`src/rtl/imem_access_ctrl.sv`:
```
// imem_access_ctrl
//   Sequencer and arbiter for the byte-wide instruction store. It shares one
//   single-port synchronous byte SRAM between the CPU fetch port (32-bit word
//   reads) and the program loader port (32-bit word writes). Each word access
//   is split into four byte beats, big-endian (byte at base+0 = bits [31:24]).
//
// Ports
//   clk, reset             clock (rising edge), synchronous active-high reset
//   fetch_req/fetch_addr   fetch request and byte address (word aligned internally)
//   fetch_ack/fetch_instr  one-cycle completion pulse, registered instruction word
//   load_req/load_addr     load request and byte address (word aligned internally)
//   load_data              word to write
//   load_ack               one-cycle pulse once all four bytes are written
//   busy                   high whenever the controller is not idle
//   mem_en/mem_we          SRAM beat enable and write enable
//   mem_addr/mem_wdata     SRAM byte address and write byte
//   mem_rdata              SRAM read byte, valid the cycle after a read beat
//
// state  | meaning
// -------+------------------------------------------------------------
// IDLE   | no transaction; arbitrate fetch_req / load_req every edge
// FETCH  | read beats 0..3 on the SRAM, capturing bytes 0..2 behind them
// FWAIT  | last read byte arrives; assemble fetch_instr
// LOAD   | write beats 0..3 on the SRAM
// DONE   | ack pulse cycle, always back to IDLE

module imem_access_ctrl #(
  parameter int ADDR_W = 10
) (
  input  logic              clk,
  input  logic              reset,
  input  logic              fetch_req,
  input  logic [31:0]       fetch_addr,
  output logic              fetch_ack,
  output logic [31:0]       fetch_instr,
  input  logic              load_req,
  input  logic [31:0]       load_addr,
  input  logic [31:0]       load_data,
  output logic              load_ack,
  output logic              busy,
  output logic              mem_en,
  output logic              mem_we,
  output logic [ADDR_W-1:0] mem_addr,
  output logic [7:0]        mem_wdata,
  input  logic [7:0]        mem_rdata
);

  typedef enum logic [2:0] {
    S_IDLE  = 3'd0,
    S_FETCH = 3'd1,
    S_FWAIT = 3'd2,
    S_LOAD  = 3'd3,
    S_DONE  = 3'd4
  } state_t;

  state_t              state;
  logic [1:0]          beat;
  logic [ADDR_W-3:0]   word_idx;
  logic [23:0]         data_q;
  logic [23:0]         shift_q;
  logic                last_load;

  logic                grant_fetch;
  logic                grant_load;
  logic [1:0]          next_beat;
  logic [ADDR_W-3:0]   fetch_word;
  logic [ADDR_W-3:0]   load_word;
  logic                unused_addr_bits;

  // Tie goes to whichever requester was not granted last; last_load resets
  // to 0 (FETCH), so the first tie after reset is given to the loader.
  always_comb begin
    grant_fetch = fetch_req && (!load_req || last_load);
    grant_load  = load_req && (!fetch_req || !last_load);
  end

  assign next_beat  = beat + 2'd1;
  assign fetch_word = fetch_addr[ADDR_W-1:2];
  assign load_word  = load_addr[ADDR_W-1:2];

  assign unused_addr_bits = ^{fetch_addr[31:ADDR_W], fetch_addr[1:0],
                              load_addr[31:ADDR_W], load_addr[1:0]};

  always_ff @(posedge clk) begin
    if (reset) begin
      state       <= S_IDLE;
      beat        <= 2'd0;
      word_idx    <= '0;
      data_q      <= '0;
      shift_q     <= '0;
      last_load   <= 1'b0;
      fetch_ack   <= 1'b0;
      load_ack    <= 1'b0;
      fetch_instr <= '0;
      busy        <= 1'b0;
      mem_en      <= 1'b0;
      mem_we      <= 1'b0;
      mem_addr    <= '0;
      mem_wdata   <= '0;
    end else begin
      fetch_ack <= 1'b0;
      load_ack  <= 1'b0;
      case (state)
        S_IDLE: begin
          if (grant_fetch) begin
            state     <= S_FETCH;
            last_load <= 1'b0;
            word_idx  <= fetch_word;
            beat      <= 2'd0;
            busy      <= 1'b1;
            mem_en    <= 1'b1;
            mem_we    <= 1'b0;
            mem_addr  <= {fetch_word, 2'b00};
          end else if (grant_load) begin
            state     <= S_LOAD;
            last_load <= 1'b1;
            word_idx  <= load_word;
            beat      <= 2'd0;
            busy      <= 1'b1;
            mem_en    <= 1'b1;
            mem_we    <= 1'b1;
            mem_addr  <= {load_word, 2'b00};
            mem_wdata <= load_data[31:24];
            data_q    <= load_data[23:0];
          end
        end
        S_FETCH: begin
          // Read data lags its beat by one cycle, so the byte arriving now
          // belongs to the previous beat.
          if (beat != 2'd0) begin
            shift_q <= {shift_q[15:0], mem_rdata};
          end
          if (beat == 2'd3) begin
            state  <= S_FWAIT;
            mem_en <= 1'b0;
          end else begin
            beat     <= next_beat;
            mem_addr <= {word_idx, next_beat};
          end
        end
        S_FWAIT: begin
          fetch_instr <= {shift_q, mem_rdata};
          fetch_ack   <= 1'b1;
          state       <= S_DONE;
        end
        S_LOAD: begin
          if (beat == 2'd3) begin
            state    <= S_DONE;
            mem_en   <= 1'b0;
            mem_we   <= 1'b0;
            load_ack <= 1'b1;
          end else begin
            beat      <= next_beat;
            mem_addr  <= {word_idx, next_beat};
            mem_wdata <= data_q[23:16];
            data_q    <= {data_q[15:0], 8'h00};
          end
        end
        S_DONE: begin
          state <= S_IDLE;
          busy  <= 1'b0;
          beat  <= 2'd0;
        end
        default: begin
          state  <= S_IDLE;
          busy   <= 1'b0;
          mem_en <= 1'b0;
          mem_we <= 1'b0;
        end
      endcase
    end
  end

endmodule

```
`config.mk`:
```
export PLATFORM = sky130hd
export DESIGN_NAME = imem_access_ctrl
export DESIGN_NICKNAME = d
export VERILOG_FILES = /design/src/rtl/imem_access_ctrl.sv
export SDC_FILE = /design/constraint.sdc
export NUM_CORES = 1
export LEC_CHECK = 0
export BUFFER_PORTS_ARGS = -buffer_cell sky130_fd_sc_hd__buf_2
export CORE_ASPECT_RATIO = 0.6
export CORE_MARGIN = 1
export CORE_UTILIZATION = 52
export CTS_CLUSTER_SIZE = 40
export DETAILED_ROUTE_END_ITERATION = 12
export HOLD_SLACK_MARGIN = 0.12
export PLACE_DENSITY = 0.86
export SYNTH_ARGS = -nofsm -noshare
export SYNTH_HDL_FRONTEND = slang
export SYNTH_SLANG_ARGS = --single-unit
```
`constraint.sdc`:
```
create_clock -name clk -period 4.64 [get_ports clk]
set_input_delay 0.464 -clock clk [delete_from_list [all_inputs] [get_ports clk]]
set_output_delay 0.464 -clock clk [all_outputs]
set_load 0.02 [all_outputs]
```
==> flow_metrics.py <==
metrics = {
    "synth": {
        "seq_area_frac_synth_pct": 50.5,
        "syn-cell-area_mm2": 0.00464,
        "avgSynthCellArea_um2": 8.07,
        "ys_warn_count": 0,
        "ys_seq_elements": 117,
        "synth_ff_type": "dfxtp_1",
        "synth_cells": 575,
        "synth_edf_count": 0,
        "syn-num-nets": 685,
        "yosys.cell_types.count": 38,
        "synth-async-reset-ratio_pct": 0,
    },
    "die": {
        "start_util_pct": 54.0,
        "dieArea_mm2": 0.00932,
        "die_x_um": 124,
        "num_io_pins": 163,
        "coreArea_mm2": 0.00859,
        "rows": 26,
        "die_h_um": 75.2,
    },
    "grt": {
        "grt_overflow": 0,
        "grt_pass1_wl_um": 18200,
        "grt_usage_pct": 25.6,
        "grt_max_degree": 89,
        "grt_pass1_vias": 3831,
        "antenna_found_initial": 0,
    },
    "worst_setup_path": {
        "cp.required_ps": 4950,
        "rr_startpoint": "state[2]$_SDFFE_PP0P_",
        "startpoint_type": "flip-flop",
        "crit_slowest_cell": "nor2b_1",
        "crit_type": "reg2reg",
        "startpoint": "state[2]$_SDFFE_PP0P_",
        "cp_slowest_stage_delay_ps": 1000,
        "arrival_ps": 2780,
        "cp_top_family": "simple AND/OR/NAND/NOR gates",
        "cp-end-kind": "flip-flop",
        "cp_num_buf_inv": 0,
        "path_cells": "nor3_2 -> nor2b_1 -> nor2_1 -> a211oi_1",
        "path_max_fanout": 22,
    },
    "power": {
        "power_mw": 2.90,
        "vdd_drop_max_mv": 0.355,
        "powerDensity_mw_per_mm2": 501,
        "cellLeakagePower_nw": 2.36,
    },
    "cts": {
        "tritoncts": "built",
        "numCtsBuffers": 17,
        "cts_num_sinks": 117,
        "clk_latency_ps": 400,
        "cts_buffer_depth": 2,
        "h-tree-depth": 4,
        "postCtsResizedCells": 0,
        "post_cts_buffers": 0,
        "clkTransAtPathRegs_ps": 50,
        "ctsHoldBuffers": 0,
        "root_buffer": "clkbuf_16",
    },
    "timing": {
        "rsz0062_at_grt": "false",
        "min_period_over_period_pct": 53.1,
        "slew_violations": 0,
        "maxSlewHeadroom_pct": 19.6,
        "finalHoldViolCount": 0,
        "fmax_mhz": 405,
        "fin_crit_ps": 2470,
        "skew_ps": 7.72,
        "tightest_slew_ps": 1200,
        "final-setup-viol-count": 0,
        "fin_tns_setup_ps": 0,
    },
    "worst_hold_path": {
        "min_from": "mem_rdata[5]",
        "hold_class": "in2reg",
    },
    "layout": {
        "area_growth_pct": 24.9,
        "nNetsFinal": 774,
        "multi_input_area_mm2": 0.00205,
        "n_antenna_cell": 0,
        "drive_gt1_share_pct": 22.9,
        "nFillCells": 675,
        "seq_area_mm2": 0.00234,
    },
    "detailed_routing": {
        "vias": 4424,
        "ant_nets": 0,
        "avgRoutedWirePerCell_um": 14.7,
        "dr.pass1.iters": 5,
        "viasPerCell": 5.61,
        "drt_iter0_drc": 515,
        "wl_um": 11600,
        "drc_errors": 0,
    },
    "placed_design": {
        "dp_hpwl_um": 7440,
        "gp_congestion": 0.803,
        "portBuffers": 114,
    },
    "status": {
        "outcome": "completed",
    },
    "flow_run": {
        "drv_cap": 0,
    },
}
-- where the power goes --
group | internal, mW | switching (mW) | total [mW] | leakage (nW)
combinational | 0.132 | 0.259 | 0.391 | 1.10
sequential | 1.09 | 0.0494 | 1.14 | 0.955
clock | 0.935 | 0.441 | 1.38 | 0.302
-- placed cells by master, fill, tap and decap left out, types with 4 or more instances in the layout --
cell type	Yosys	layout
o21ai_0	10	10
nand2_1	148	148
a211oi_1	16	16
and3_1	10	10
bufinv_16	0	4
o211ai_1	8	8
nand3_1	34	34
clkbuf_16	0	17
nor2_1	37	37
a21oi_1	80	80
a311oi_1	25	25
o31ai_1	8	8
buf_4	3	7
buf_2	22	113
dfxtp_1	117	117
-- path summary, 6_finish.rpt --
kind / end / slack (ps) / cells past startpoint
worst max-delay path: word_idx[5]$_SDFFE_PP0P_ / 2170 / 4
worst min-delay path: fetch_instr[5]$_SDFFE_PP0P_ / 310 / 3
worst max register to register: word_idx[5]$_SDFFE_PP0P_ / 2170 / 4
worst min register to register: data_q[0]$_SDFFE_PP0P_ / 450 / 2
-- worst register-to-register path: stages, from the launching register on --
cell,delay [ps]
dfxtp_1,550
nor3_2,490
nor2b_1,1000
nor2_1,80
a211oi_1,250
-- state kept, by name, summed over array words and instances (netlist names), 2 cells and up --
register / cells
mem_wdata: 8
data_q: 24
state: 3
shift_q: 24
fetch_instr: 32
word_idx: 8
beat: 2
mem_addr: 10
-- layout make-up --
class | count | area share (%)
tap | 112 | 2.42
multi-input combinational | 403 | 35.4
sequential | 117 | 40.4
clock inverter | 9 | 2.59
clock buffer | 22 | 8.18
timing repair buffer | 120 | 10.7
inverter | 5 | 0.324
-- per-stage QoR --
stage	setup slack [ps]	util [%]	std cells	hold WS [ps]	area (um^2)
6_report	2170	67.5	788	314	5800
5_1_grt	1860	67.5	788	312	5800
4_1_cts	2210	67.5	788	299	5800
3_5_place_dp	2240	60.2	757	443	5170
3_3_place_gp	2350	60.2	757	440	5170
2_1_floorplan	3060	-	575	432	4640
-- cell families after synthesis --
family	synth area share [%]
XOR/XNOR	0.189
AO/OA/AOI/OAI	21.1
AND/OR/NAND/NOR	22.3
buffers and inverters	5.45
adder cells (fa/ha/maj)	0.539
flip-flops	50.5
-- Yosys cell counts, drive strengths merged, types with 2 or more instances --
cell type,n,area [um^2]
buf,28,151
dfxtp,117,2340
o31ai,8,60.1
a211oi,16,120
ha,2,25.0
o21ai,10,50.1
nor2b,2,12.5
nand2,149,562
inv,4,15.0
nand2b,3,18.8
nor3,5,30.0
a311oi,25,219
or3,2,12.5
and3,10,62.6
o211ai,8,60.1
nand3,34,170
a21oi,80,400
nor2,37,139
clkbuf,22,82.6
-- routing by layer --
layer	GRT usage, %	wire [um]	vias to the layer above
met4	10.3	138	0
met1	34.8	5490	2047
met5	0	0	-
li1	-	-	2171
met2	37.8	4960	190
met3	8.33	985	16
Note: power is estimated with default switching activity, not from simulation.
